==> config.mk <==
export PLATFORM = sky130hd
export DESIGN_NAME = pc_unit
export DESIGN_NICKNAME = d
export VERILOG_FILES = /design/src/rtl/pc_pkg.sv /design/src/rtl/pc_unit_ras_stack.sv /design/src/rtl/pc_unit.sv
export SDC_FILE = /design/constraint.sdc
export NUM_CORES = 1
export LEC_CHECK = 0
export CAP_MARGIN = 20
export CORE_MARGIN = 2
export CORE_UTILIZATION = 50
export DETAILED_ROUTE_END_ITERATION = 10
export PLACE_DENSITY = 0.75
export SETUP_SLACK_MARGIN = 0.05
export SYNTH_ARGS = -nofsm -noshare
export SYNTH_HDL_FRONTEND = slang
export SYNTH_HIERARCHICAL = 1
export SYNTH_SLANG_ARGS = --single-unit
==> constraint.sdc <==
create_clock -name clk -period 4.2 [get_ports clk]
set_input_delay 0.42 -clock clk [delete_from_list [all_inputs] [get_ports clk]]
set_output_delay 0.42 -clock clk [all_outputs]
set_load 0.05 [all_outputs]
==> src/rtl/pc_pkg.sv <==
// Shared op-code type for the program-counter unit and its callers.
package pc_pkg;

    // Operation requested of the PC unit; codes 6 and 7 are reserved and act as HOLD.
    typedef enum logic [2:0] {
        OP_HOLD   = 3'd0,
        OP_SEQ    = 3'd1,
        OP_JUMP   = 3'd2,
        OP_BRANCH = 3'd3,
        OP_CALL   = 3'd4,
        OP_RET    = 3'd5,
        OP_RSV6   = 3'd6,
        OP_RSV7   = 3'd7
    } pc_op_t;

endpackage

==> src/rtl/pc_unit_ras_stack.sv <==
// Circular return-address stack with overwrite-on-full and sticky error flags.
module ras_stack #(
    parameter int unsigned WIDTH = 16,
    parameter int unsigned DEPTH = 4
) (
    input  logic             clk,
    input  logic             reset,
    input  logic             push,
    input  logic             pop,
    input  logic [WIDTH-1:0] din,
    output logic [WIDTH-1:0] top,
    output logic             empty,
    output logic             full,
    output logic             ovf,
    output logic             unf
);

    localparam int unsigned PW = $clog2(DEPTH);
    localparam logic [PW-1:0] PTR_ONE  = PW'(1);
    localparam logic [PW:0]   CNT_ONE  = (PW+1)'(1);
    localparam logic [PW:0]   CNT_FULL = (PW+1)'(DEPTH);

    logic [WIDTH-1:0] mem_q [DEPTH];
    logic [PW-1:0]    wptr_q;   // next slot to write; the top entry sits just below it
    logic [PW:0]      count_q;
    logic             ovf_q;
    logic             unf_q;

    assign top   = mem_q[wptr_q - PTR_ONE];
    assign empty = (count_q == '0);
    assign full  = (count_q == CNT_FULL);
    assign ovf   = ovf_q;
    assign unf   = unf_q;

    // Entry storage: written on push; when full the write slot is the oldest entry.
    // NOTE: the array has no reset; stale entries are unreachable because count_q gates every read.
    always_ff @(posedge clk) begin
        if (!reset && push) begin
            mem_q[wptr_q] <= din;
        end
    end

    // Pointer, occupancy and sticky flags; reset wins over push/pop.
    // NOTE: state uses non-blocking assignments so all registers update together at the edge.
    always_ff @(posedge clk) begin
        if (reset) begin
            wptr_q  <= '0;
            count_q <= '0;
            ovf_q   <= 1'b0;
            unf_q   <= 1'b0;
        end else if (push) begin
            wptr_q <= wptr_q + PTR_ONE;
            if (full) begin
                ovf_q <= 1'b1;
            end else begin
                count_q <= count_q + CNT_ONE;
            end
        end else if (pop) begin
            if (empty) begin
                unf_q <= 1'b1;
            end else begin
                wptr_q  <= wptr_q - PTR_ONE;
                count_q <= count_q - CNT_ONE;
            end
        end
    end

endmodule

==> src/rtl/pc_unit.sv <==
// Program counter: sequential step, jump, relative branch, call/return via ras_stack.
module pc_unit
    import pc_pkg::*;
#(
    parameter int unsigned      WIDTH     = 16,
    parameter logic [WIDTH-1:0] INIT      = '0,
    parameter logic [WIDTH-1:0] STEP      = WIDTH'(1),
    parameter int unsigned      RAS_DEPTH = 4
) (
    input  logic             clk,
    input  logic             reset,
    input  logic             en,
    input  pc_op_t           op,
    input  logic [WIDTH-1:0] target,
    input  logic [WIDTH-1:0] offset,
    output logic [WIDTH-1:0] pc,
    output logic [WIDTH-1:0] pc_next,
    output logic             ras_empty,
    output logic             ras_full,
    output logic             ras_ovf,
    output logic             ras_unf
);

    logic [WIDTH-1:0] pc_q;
    logic [WIDTH-1:0] pc_d;
    logic [WIDTH-1:0] pc_seq;
    logic [WIDTH-1:0] ras_top;
    logic             push;
    logic             pop;

    assign pc_seq = pc_q + STEP;
    assign push   = en && (op == OP_CALL);
    assign pop    = en && (op == OP_RET);

    ras_stack #(
        .WIDTH (WIDTH),
        .DEPTH (RAS_DEPTH)
    ) u_ras (
        .clk   (clk),
        .reset (reset),
        .push  (push),
        .pop   (pop),
        .din   (pc_seq),
        .top   (ras_top),
        .empty (ras_empty),
        .full  (ras_full),
        .ovf   (ras_ovf),
        .unf   (ras_unf)
    );

    // Next-PC mux; enable gating and reset are folded in so pc_next is exactly what loads.
    // NOTE: pc_d gets a default first so no path through this block can infer a latch.
    always_comb begin
        pc_d = pc_q;
        unique case (op)
            OP_SEQ:    pc_d = pc_seq;
            OP_JUMP:   pc_d = target;
            OP_BRANCH: pc_d = pc_q + offset;
            OP_CALL:   pc_d = target;
            OP_RET:    pc_d = ras_empty ? pc_seq : ras_top;
            default:   pc_d = pc_q;
        endcase
        if (!en) begin
            pc_d = pc_q;
        end
        if (reset) begin
            pc_d = INIT;
        end
    end

    // PC register.
    always_ff @(posedge clk) begin
        pc_q <= pc_d;
    end

    assign pc      = pc_q;
    assign pc_next = pc_d;

endmodule
======== Word-level counts from Yosys, hierarchy flattened ========
Memory sizes are Yosys's and may differ from the RTL's.
Index checks and enable logic that the tools add are counted.
storage, ports and cells
  register bits after elaboration ......... 23
  RAM bits ................................ 64
  output and inout port bits .............. 36
  logic and storage cells ................. 45
  memories kept ........................... 1
operators by class
  add/subtract/negate cells ............... 6
  equality and inequality tests ........... 8
  mux-type cells .......................... 13
  bitwise gates (word level) .............. 1
  reductions and logical operators ........ 11
memory list
  memory       depth  bits a word  rd ports  clocked after Yosys merged registers in  write ports  RTL line                 RTL
  u_ras.mem_q  4      16           1         0                                        1            pc_unit_ras_stack.sv:23  logic [WIDTH-1:0] mem_q [DEPTH];
operators by type and width
  cell                   number
  $pmux 16 s4            1
  $mux 16                3
  $add 16x1->16 const B  1
  $add 16x16->16         1
  $mux 3                 4
  $eq 3x3->1 const B     3
  $eq 3x2->1 const B     2
  $mux 2                 3
  $reduce_and 3->1       2
  $reduce_and 2->1       2
  $add 3x1->3 const B    1
  $eq 3x1->1 const B     1
  $logic_and 1x1->1      3
  $logic_not 3->1        1
  $sub 3x1->3 const B    1
  $add 2x1->2 const B    1
  $mux 1                 2
  $ne 2x1->1 const B     1
  $ne 2x2->1 const B     1
  $reduce_bool 2->1      1
  $reduce_or 2->1        1
  $sub 2x1->2 const B    1
  $logic_not 1->1        1
  $not 1->1              1

======== Logic depth before layout (Yosys ltp) ========
Gate-level depths: netlist (run 1).
An unclocked memory read counts as a cell.
  depth after elaboration ................. 6
  gate-level depth with buffers ........... 11
  gate-level depth less buffers ........... 10

======== By module ========
The synthesis (run 1) kept the hierarchy.
modules (own cells, without submodules)
  module     times used  cells an instance  area each (µm²)  sequential area each (µm²)
  ras_stack  1           139                2767.7           2062.0
  pc_unit    1           277                2064.5           320.3

======== Worst setup path after synthesis (run 1) ========
No wires, ideal clock.
  path type ............................... register -> output
  start point ............................. register u_ras.wptr_q[0]
  end point ............................... output pc_next[9]
  arrival ................................. 3525 ps
  required time ........................... 3780 ps
  slack ................................... 255 ps
  stages on the path, launching flop included .. 11
  buffers on the path ..................... 4
  cells stage by stage .................... dfxtp_1 > buf_2 > buf_4 > inv_1 > ha_1 > clkbuf_1 > buf_2 > mux4_2 > nor2_1 > a211o_1 > a311oi_1
between the ends
  word-level cells in the longest chain between the ends .. 6
ends and longest elaborated chain
  item                    RTL line                 RTL
  from (decl)             pc_unit_ras_stack.sv:24  logic [PW-1:0] wptr_q;
  from (signal assigned)  pc_unit_ras_stack.sv:52  wptr_q <= wptr_q + PTR_ONE;
  from (signal assigned)  pc_unit_ras_stack.sv:62  wptr_q <= wptr_q - PTR_ONE;
  $sub 2x1->2             pc_unit_ras_stack.sv:29  assign top = mem_q[wptr_q - PTR_ONE];
  $mem_v2 4x16            -
  net ras_top[9]          pc_unit.sv:27            logic [WIDTH-1:0] ras_top;
  $mux 16                 pc_unit.sv:60            OP_RET: pc_d = ras_empty ? pc_seq : ras_top;
  $pmux 16 s4             pc_unit.sv:55            unique case (op)
  $mux 16                 pc_unit.sv:63            if (!en) begin
  $mux 16                 pc_unit.sv:66            if (reset) begin
  to (decl)               pc_unit.sv:17            output logic [WIDTH-1:0] pc_next,
The timed path passes the listed nets, and every way through them passes these cells.

======== Worst setup path after layout (run 1) ========
  start point ............................. register u_ras.wptr_q[1]
  end point ............................... output pc_next[9]
The elaborated chain is that of the path after synthesis.

==> results of run 1 <==
placed cells by master (no fill, tap or decap), types with 11 or more instances in the layout:
| master | n |
|---|---|
| sky130_fd_sc_hd__buf_4 | 22 |
| sky130_fd_sc_hd__nand2_1 | 20 |
| sky130_fd_sc_hd__dfxtp_1 | 23 |
| sky130_fd_sc_hd__ha_1 | 20 |
| sky130_fd_sc_hd__nand3_1 | 11 |
| sky130_fd_sc_hd__o21ai_0 | 15 |
| sky130_fd_sc_hd__mux4_2 | 16 |
| sky130_fd_sc_hd__xnor2_1 | 14 |
| sky130_fd_sc_hd__inv_1 | 18 |
| sky130_fd_sc_hd__a221oi_1 | 14 |
| sky130_fd_sc_hd__a21oi_1 | 21 |
| sky130_fd_sc_hd__clkdlybuf4s50_1 | 57 |
| sky130_fd_sc_hd__nand2b_1 | 12 |
| sky130_fd_sc_hd__nor2_1 | 43 |
| sky130_fd_sc_hd__edfxtp_1 | 64 |
per-layer routing:
metal,up-vias,global-route usage,share of wire
li1,1754,-,-
met1,1783,0.322,0.43
met2,138,0.393,0.48
met3,22,0.0520,0.059
met4,0,0.0718,0.021
met5,-,0,0
flip-flops by register name, summed over array words and instances, names as in the netlist:
register       flops
u_ras/wptr_q       2
u_ras/count_q      3
u_ras/mem_q       64
pc                16
u_ras/ovf          1
u_ras/unf          1
final timing paths:
path                                                    from                endpoint  slack [ns]  depth (start not counted)
worst max register to register  u_ras/wptr_q[1]$_SDFFE_PP0P_           pc[9]$_DFF_P_        1.38                          6
worst min register to register        u_ras/unf$_SDFFE_PP0P_  u_ras/unf$_SDFFE_PP0P_        0.48                          2
worst min-delay path                  u_ras/unf$_SDFFE_PP0P_  u_ras/unf$_SDFFE_PP0P_        0.48                          2
worst max-delay path            u_ras/wptr_q[1]$_SDFFE_PP0P_              pc_next[9]        0.55                          7
final cells by class:
type / count / area share
Sequential cell: 87 / 0.405
Multi-Input combinational cell: 293 / 0.391
Timing Repair Buffer: 81 / 0.132
Tap cell: 129 / 0.0274
Clock buffer: 9 / 0.0210
Clock inverter: 7 / 0.0127
Inverter: 18 / 0.0115
power by group through the flow:
stage	combinational, mW	clock (mW)	sequential (mW)
4_1_cts	0.439	0.588	0.971
3_5_place_dp	0.436	0	0.991
2_1_floorplan	0.250	0	1.03
6_report	0.440	0.576	0.972
5_1_grt	0.474	0.617	0.975
3_3_place_gp	0.432	0	0.990
metrics by stage:
stage / setup WS (ns) / std cells / total power, mW / hold slack [ns]
floorplan: 0.255 / 416 / 1.28 / 0.502
global placement: 0.743 / 607 / 1.42 / 0.454
detailed placement: 0.630 / 607 / 1.43 / 0.460
CTS: 0.519 / 623 / 2.00 / 0.484
global route: 0.349 / 624 / 2.07 / 0.548
finish: 0.548 / 624 / 1.99 / 0.483
cell families after synthesis:
| family | Yosys count | share of synthesized area |
|---|---|---|
| AND/OR/NAND/NOR | 123 | 0.132 |
| buffers and inverters | 36 | 0.0326 |
| XOR/XNOR | 22 | 0.0414 |
| adder cells (fa/ha/maj) | 22 | 0.0601 |
| flip-flops | 87 | 0.493 |
| AO/OA/AOI/OAI | 108 | 0.162 |
| multiplexers | 18 | 0.0790 |
critical path, cell delays in order, from the launching register on:
cell	delay (ns)
sky130_fd_sc_hd__dfxtp_1	0.38
sky130_fd_sc_hd__inv_1	0.10
sky130_fd_sc_hd__ha_1	0.83
sky130_fd_sc_hd__mux4_2	0.35
sky130_fd_sc_hd__nor2_1	0.06
sky130_fd_sc_hd__a211o_1	0.28
sky130_fd_sc_hd__a311oi_1	0.65
sky130_fd_sc_hd__buf_12	0.22
==> results.txt, run 1 <==
In the synthesized netlist, the cells that appear most often are sky130_fd_sc_hd__edfxtp_1, sky130_fd_sc_hd__nor2_1, sky130_fd_sc_hd__dfxtp_1. The netlist uses 62 different library cells. Of the post-synthesis cell area, the dominant cell type holds 0.398. The worst setup path is captured at an output pin.

The die width is between 100 and 150 um. The final routed wirelength across all metal layers is 11,900 um. The via count normalized by instance count is 5.92.

The detailed placement HPWL came out at around 9000 um. The number of enable flip-flop cells after synthesis is 64. The share of total power in the clock network is 0.290. The number of nets with antenna violations after detailed routing came out at 0. The number of nets in the synthesized netlist is 476.

The post-layout net count is 550. In this run the tightest slew margin relative to its limit is 0.369. For this design the static power due to leakage is 2.11 nW.

The antenna cell count came out at 0. For this run, the share of the core covered by cells in the final layout is 0.631. Entering global routing, the biggest net connects 23 pins.

The number of fill cells in the layout is approximately 800. sky130_fd_sc_hd__edfxtp_1 is the most common cell in the netlist. The final design area excluding fillers came out at 5890 um2.

After detailed placement, the total cell area comes to around 5700 um2. At the pin with the least slew margin, the transition time is 0.943 ns. In the final timing run, aggregate negative setup slack is 0 ns. The worst path in the final design needs a cycle of 3.65 ns, including I/O delays and setup.

The max-slew violation total from the final report is 0. The data required time of the critical path is 3.78 ns. The die outline area came out at 10,500 um2.

The clock tree from TritonCTS is yes. Gates resized during post-CTS repair numbered 0. For this design, the CTS-stage hold fixing added 0 buffers.

The sequential cell area is about 2400 um2. The final count of hold timing violations is 0. The worst-case clock buffer depth is 2. The layout overhead on the synthesized area came out at 21.9%. The total grt overflow is 0.

In the global route stage, overall resource usage came out at 0.240. The largest total area in the synthesized netlist belongs to sky130_fd_sc_hd__edfxtp_1. For this block, the initial DRC count from the detailed router was 183. The type of the worst min-delay path is reg -> reg.

The share of layout cells above drive strength 1 came out at 0.145. The number of global-route vias before repair is 3,634. Of all flip-flops after synthesis, the portion carrying an async set or reset was 0. Dividing total power by cell area gives a power density of about 340 nW/um2. STA classifies the critical path startpoint as a register. In the final layout, the multi-input gates occupy 2300 um2. After detailed routing, the number of remaining DRC violations is 0. The number of instances in the synthesized netlist is 416. The internal power summed over all cells is 1.35 mW.

The proportion of power drawn by combinational gates came out at 0.221. Measured along the y axis, the die boundary spans a little over 100 um. Ranked by total cell area, the synthesized netlist is headed by sky130_fd_sc_hd__edfxtp_1, sky130_fd_sc_hd__dfxtp_1, sky130_fd_sc_hd__mux4_2. In the final routed layout, each cell accounts on average for 19.0 um. The number of sinks on the clock net is 87.

The starting density of the core is 0.518. The number of buffers added for setup after CTS came out at 0. The clock latency at the later pin of the worst-skew pair came out at between 0.3 and 0.4 ns.

The placer congestion estimate is 0.918. For this run, the number of Yosys warnings is 6. The run finished with clean final reports. The top-level port count is 74. In this run the worst path has a maximum fanout of 19. The number of buffers inserted during clock tree synthesis came out at 9.

The detailed router placed 3,697 vias in this run. The first-pass GRT wire length is 18,800 um. The final clock period utilization by the worst path came out at 0.869.

The arrival time at the worst endpoint is 3.23 ns. The post-synthesis cell area is slightly below 5000 um2. The clock input transition at the sequential cells of the worst setup and hold paths is 0.10 ns. The per-instance average area after synthesis came out at 11.6 um2. The clock arrives with 0.0182 ns of skew.

The maximum vdd drop came out at 212 uV. The standard-cell row count came out at 35. The switching power share of the total is 0.320. The count of H-tree levels built during CTS is 3.

The area of the core came out at 9330 um2. The number of antenna violations at the first check in global routing is 0. The share of total power dissipated in sequential elements is 0.489. The power dissipated by switching net loads came out at 0.635 mW. Among all flip-flop cells after synthesis, the most frequent one is sky130_fd_sc_hd__edfxtp_1.

The share of the Yosys chip area taken by registers is 0.493. The post-synthesis register bit count is 87. For this run, the detailed router's first-pass iteration total came to 4.

Buffers placed on the I/O ports in this run total between 70 and 80. Setup repair after global routing left no endpoint under its margin. The max-capacitance violation count came out at 0.

The final number of setup-violating endpoints came out at 0. The maximum operating frequency is 274 MHz. The worst setup path is of the reg -> out kind.

The CTS root buffer is sky130_fd_sc_hd__clkbuf_8.
(Power assumes the default switching activity.)
==> inputs of run 2 (changes only) <==
Settings changed: SLEW_MARGIN from default to 20.
==> run 2 against run 1 <==
Effect of this change: total power grew 0.37%; cell area about the same; combinational power about the same; die area unchanged; routed wire length grew 0.71%; critical path depth unchanged; largest cell class unchanged; largest power group unchanged; highest routed layer unchanged.
==> results.txt, run 2 (synthesized netlist as in run 1, its figures left out) <==
The slew at the pin with the worst max-slew slack came out at 0.935 ns. The maximum fanout encountered on the critical timing path came out at 19. The path class of the tightest hold or removal check is reg -> reg. The max-capacitance violation count is 0. The data required time of the critical path came out at 3.78 ns.

At the placement stage, the worst setup path has a slack of 0.630 ns. The number of buffers inserted during clock tree synthesis came out at 9. Setup repair after global routing left no endpoint under its margin. For this run, the post-layout net count is about 550. The standard-cell row count came out at 35.

The final clock skew is 0.0217 ns. The area of the core came out at 9330 um2. The worst hold slack across all endpoints is approximately 0.48 ns.

The congestion estimate from routability-driven global placement came to 0.918. Based on the critical path, the design can be clocked at up to ~270 MHz. The floorplan step defined a die boundary enclosing 10,500 um2. The worst pin sits at a relative slew slack of 0.374. CTS saw 87 sinks. The number of flip-flops in the largest register is 64. The arrival time at the worst endpoint came out at around 3.3 ns. The violation count after the first detailed-route iteration is approximately 190. Pin placement for this block handled 74 I/O pins. Of the available clock period, the critical path in the final layout requires 0.878. The clock tree from TritonCTS is yes. The antenna cell count is 0.

The flow ran to the end, and the final reports show no timing, DRC or antenna violations. The starting density of the core is 0.518. The maximum single-stage delay on the critical path is 0.82 ns.

Across every metal layer, demand over resource in global routing totals 0.240. The count of H-tree levels built during CTS is 3. The count of unresolved DRC violations after routing is 0. The final setup TNS is 0 ns. The total number of vias came out at 3,703. The number of instances resized during post-cts repair came out at 0. The power per standard cell area came out at 339 nW/um2.

Clock tree synthesis selected as its root buffer the cell sky130_fd_sc_hd__clkbuf_8. For this run, the share of the core covered by cells in the final layout is 0.632. IR analysis of the VDD net gives a maximum drop of between 200 and 250 uV. The die is 102 um wide. The critical path startpoint category is a register. The clock input transition at the sequential cells of the worst setup and hold paths is 0.10 ns.

The worst-case clock buffer depth is 2. Buffers inserted to repair hold after CTS numbered 0. The final count of hold timing violations came out at 0. The number of global-route vias before repair came out at 3,634. The category of the most critical setup path is reg -> out. The worst path setup slack after routing is a little over 0.5 ns. The sort of element at the end of the critical path is an output pin. The via count normalized by instance count came out at 5.94.

The number of antenna violations at the first check in global routing is 0. The layout overhead on the synthesized area is 21.9%. The signal on the critical path passes through inv_1, ha_1, mux4_2, nor2_1, a211o_1, a311oi_1, buf_12. The number of setup buffers added after CTS is 0. The final number of setup-violating endpoints came out at 0. The first-pass GRT wire length came out at 18,800 um.

The y dimension of the die came out at about 100 um. Entering global routing, the biggest net connects 23 pins. Clock latency on the worst-skew pair, taken at its later pin, is about 0.37 ns. The wire-length estimate of the detail-placed layout is 8770 um. The number of port buffers is 73. In this run the static leakage power is around 2.1 nW.

Leaving out fill and tap cells, the most frequent cell in the layout is sky130_fd_sc_hd__edfxtp_1. The count of nets left with antenna violations once routing finished came out at 0. The register with the most flip-flops in the final layout is u_ras/mem_q. The first TritonRoute pass finished after 4 iterations. Of the cells placed in the final design, the portion with a size suffix greater than 1 is 0.144.

In the layout the commonest cells are sky130_fd_sc_hd__edfxtp_1, sky130_fd_sc_hd__clkdlybuf4s50_1, sky130_fd_sc_hd__nor2_1. The total grt overflow came out at 0. Summed over all layers, the routed wires come to ~12,000 um.

The max-slew violation total from the final report is 0. The minimum clock period is 3.69 ns. The average routed wire per standard cell is 19.2 um.

The cell with the biggest individual delay on the critical path is sky130_fd_sc_hd__ha_1.
run 2: area by class of cell:
type / count / area (um2)
clock buffers: 9 / 124
well taps: 129 / 161
inverters: 18 / 67.6
repair buffers: 80 / 768
multi-input cells: 293 / 2310
clock inverters: 7 / 75.1
flip-flops and latches: 87 / 2380
fillers: 780 / 3440
run 2: power breakdown:
| part | switching, mW | internal (mW) | total, mW |
|---|---|---|---|
| Sequential | 0.0281 | 0.943 | 0.972 |
| Clock | 0.347 | 0.235 | 0.583 |
| Combinational | 0.268 | 0.173 | 0.441 |
run 2: critical path, delay by kind of cell (launching register included):
kind / cells / cell delay (ns)
AOI/OAI and AO/OA: 2 / 0.98
adders and majority gates: 1 / 0.82
DFF: 1 / 0.38
muxes: 1 / 0.34
buffers and inverters: 2 / 0.32
and+or+nand+nor: 1 / 0.06
run 2: per-layer routing:
layer / track usage / share of wire / routed length (um) / vias to the layer above
met5: 0 / 0 / 0 / -
met4: 0.0718 / 0.022 / 259 / 0
met3: 0.0520 / 0.058 / 691 / 23
met2: 0.393 / 0.48 / 5780 / 141
met1: 0.322 / 0.44 / 5230 / 1788
li1: - / - / - / 1751
run 2: metrics by stage:
step / instances / power (mW) / area, um2
finish: 623 / 2.00 / 5890
global route: 623 / 2.07 / 5890
CTS: 623 / 2.00 / 5880
detailed placement: 607 / 1.43 / 5680
global placement: 607 / 1.42 / 5680
floorplan: 416 / 1.28 / 4830
run 2: worst paths after layout:
path | cells after the start | endpoint | startpoint | slack, ns
min reg2reg | 2 | u_ras/unf$_SDFFE_PP0P_ | u_ras/unf$_SDFFE_PP0P_ | 0.48
max | 7 | pc_next[9] | u_ras/wptr_q[1]$_SDFFE_PP0P_ | 0.51
max reg2reg | 6 | pc[9]$_DFF_P_ | u_ras/wptr_q[1]$_SDFFE_PP0P_ | 1.34
min | 2 | u_ras/unf$_SDFFE_PP0P_ | u_ras/unf$_SDFFE_PP0P_ | 0.48
==> inputs of run 3 (changes only) <==
Settings changed: PLACE_DENSITY 0.75 to 0.74.
==> run 3 against run 2 <==
Effect of this change: register-to-register slack improved by 0.11 ns; cell area up 0.36%; first-iteration DRC count increased by 30%; maximum frequency rose by 2.8%; largest cell class unchanged; via count rose by 2.2%.
==> results.txt, run 3 (synthesized netlist as in run 1, its figures left out) <==
The arrival time at the worst endpoint is 3.17 ns. The die outline area came out at roughly 10,000 um2. The start point of the critical path is u_ras/wptr_q[1]$_SDFFE_PP0P_. The flow ran to the end, and the final reports show no timing, DRC or antenna violations.

The number of flip-flops in the largest register is 64. The detailed router placed between 3,000 and 4,000 vias in this run. The count of unresolved DRC violations after routing came out at 0. Setup repair after global routing left no endpoint under its margin. The maximum fanout encountered on the critical timing path came out at 19. The y dimension of the die came out at roughly 100 um. The detail route stage leaves a number of antenna-violating nets equal to 0. For the worst flop-to-flop path, the logic depth is 6. The beginning of the worst hold path is u_ras/unf$_SDFFE_PP0P_. The max-slew violation total from the final report is 0. The top-level port count came out at 74. At the end of routability-driven placement, the weighted congestion stood at ~0.94. STA classifies the critical path endpoint as an output pin.

The static power due to leakage came out at 2.13 nW. Counting instances, the worst hold path has a depth of 2. The clock latency at the later pin of the worst-skew pair is 0.36 ns. The register bank with the most flops is u_ras/mem_q.

The number of hold-repair buffers added at the cts stage came out at 0. The maximum vdd drop is 197 uV. The first detailed-routing pass took 5 iterations.

The root buffer cell chosen for the clock tree is sky130_fd_sc_hd__clkbuf_8. The final routed wirelength across all metal layers is 12,100 um. The final setup TNS is 0 ns. The first global-routing pass estimated 18,800 um of wire. For the finished layout, the period the worst path requires is 3.59 ns.

The final count of hold timing violations came out at 0. The total area inside the core boundary comes to 9330 um2. The first routing iteration left 250 violations.

The initial utilization of the core area, before any placement, comes to 0.518. TritonCTS built the clock tree. In the routed layout, each cell is associated on average with a via count of 6.06. The die width is 102 um.

The data required time of the critical path came out at approximately 3.8 ns. The post-layout net count is 550. The final number of setup-violating endpoints is 0. The startpoint identified for the worst register-to-register timing path is u_ras/wptr_q[1]$_SDFFE_PP0P_. The layout overhead on the synthesized area is 22.3%. The number of global-route vias before repair is 3,597. Entering global routing, the biggest net connects 23 pins. The clock input transition at the sequential cells of the worst setup and hold paths came out at 0.10 ns. The number of instances resized during post-cts repair came out at 0.

The number of placed instances with taps included came out at 608. The final clock skew is ~0.013 ns. The worst setup path is launched from a register. The number of buffers added for setup after CTS came out at 0. The number of sinks on the clock net came out at 87. Leaving out fill and tap cells, the most frequent cells in the layout are sky130_fd_sc_hd__edfxtp_1, sky130_fd_sc_hd__clkdlybuf4s50_1, sky130_fd_sc_hd__nor2_1. The standard-cell row count came out at 35.

Across the run, the number of max-cap violations was 0. After detailed routing, the average wire length per cell comes to a little under 20 um. After legalization and detailed placement, the total HPWL measured 8840 um.

Buffers inserted during clock tree synthesis total 9. The standard cell area after detailed placement came out at 5690 um2. The count of H-tree levels built during CTS came out at 3.

The endpoint of the worst hold-timing path is u_ras/unf$_SDFFE_PP0P_. The final design area excluding fillers is 5910 um2. In this run the critical register-to-register path is captured at pc[9]$_DFF_P_. The final clock period utilization by the worst path came out at 0.854. The number of antenna violations at the first check in global routing is 0. The maximum operating frequency is 279 MHz. The total chip power is 2.05 mW. The power per standard cell area came out at between 300 and 400 nW/um2. The overall global routing resource usage came out at 0.238.

The share of layout cells above drive strength 1 came out at 0.145. The number of standard cells in the final layout excluding fillers is 624. The number of port buffers is 73. The commonest non-fill, non-tap cell in the layout is sky130_fd_sc_hd__edfxtp_1. The total overflow left after global routing is 0.

In this run the register-to-register setup slack is 1.45 ns. Final hold analysis gives a worst-case slack of about 0.51 ns. The min-delay analysis places its worst path in the category reg -> reg. The worst-case clock buffer depth came out at 2.

The remaining max-slew budget at the tightest pin is 0.378. The antenna cell count came out at 0. The setup path with the least slack is of type reg -> out.

The slew at the pin with the worst max-slew slack came out at 0.934 ns.
## run 3: cell types whose count changed in the layout (fill, tap and decap cells not counted)
cell                         previous run  this run
sky130_fd_sc_hd__buf_4                 21        22
sky130_fd_sc_hd__bufinv_16              0         1
sky130_fd_sc_hd__clkinvlp_4             1         0
sky130_fd_sc_hd__o31ai_2                0         1
sky130_fd_sc_hd__o31ai_4                1         0
## run 3: cell type report
| cell class | count | area, um2 |
|---|---|---|
| Fill cell | 748 | 3420 |
| Sequential cell | 87 | 2380 |
| Multi-Input combinational cell | 293 | 2300 |
| Timing Repair Buffer | 81 | 776 |
| Tap cell | 129 | 161 |
| Clock buffer | 9 | 124 |
| Clock inverter | 7 | 97.6 |
| Inverter | 18 | 67.6 |
## run 3: how the worst max path moves through the flow
stage / slack, ns / end / depth (start not counted)
2_1_floorplan: 0.26 / pc_next[9] / 10
3_3_place_gp: 0.78 / pc_next[14] / 12
3_5_place_dp: 0.68 / pc_next[14] / 12
4_1_cts: 0.59 / pc_next[9] / 7
5_1_grt: 0.36 / pc_next[14] / 11
6_report: 0.61 / pc_next[9] / 7
## run 3: power by group
part           switching, mW  leakage (nW)  total [mW]  internal, mW
sequential            0.0289         0.774       0.972         0.943
clock                  0.337         0.113       0.633         0.295
combinational          0.269          1.24       0.442         0.174
## run 3: critical path, cell delays in order (launching register included)
cell and delay, ns:
sky130_fd_sc_hd__dfxtp_1 0.38, sky130_fd_sc_hd__inv_1 0.10, sky130_fd_sc_hd__ha_1 0.84, sky130_fd_sc_hd__mux4_2 0.35, sky130_fd_sc_hd__nor2_1 0.05, sky130_fd_sc_hd__a211o_1 0.26, sky130_fd_sc_hd__a311oi_1 0.62, sky130_fd_sc_hd__buf_12 0.22
## run 3: per-layer routing
layer	routed length [um]	global-route usage	up-vias
li1	-	-	1751
met1	5350	0.330	1866
met2	5850	0.393	157
met3	806	0.0520	10
met4	74	0.0431	0
met5	0	0	-
## run 3: stage by stage
step                setup WS (ns)  utilization
finish                      0.612        0.634
global route                0.358        0.634
CTS                         0.594        0.634
detailed placement          0.682        0.610
global placement            0.781        0.609
floorplan                   0.255            -
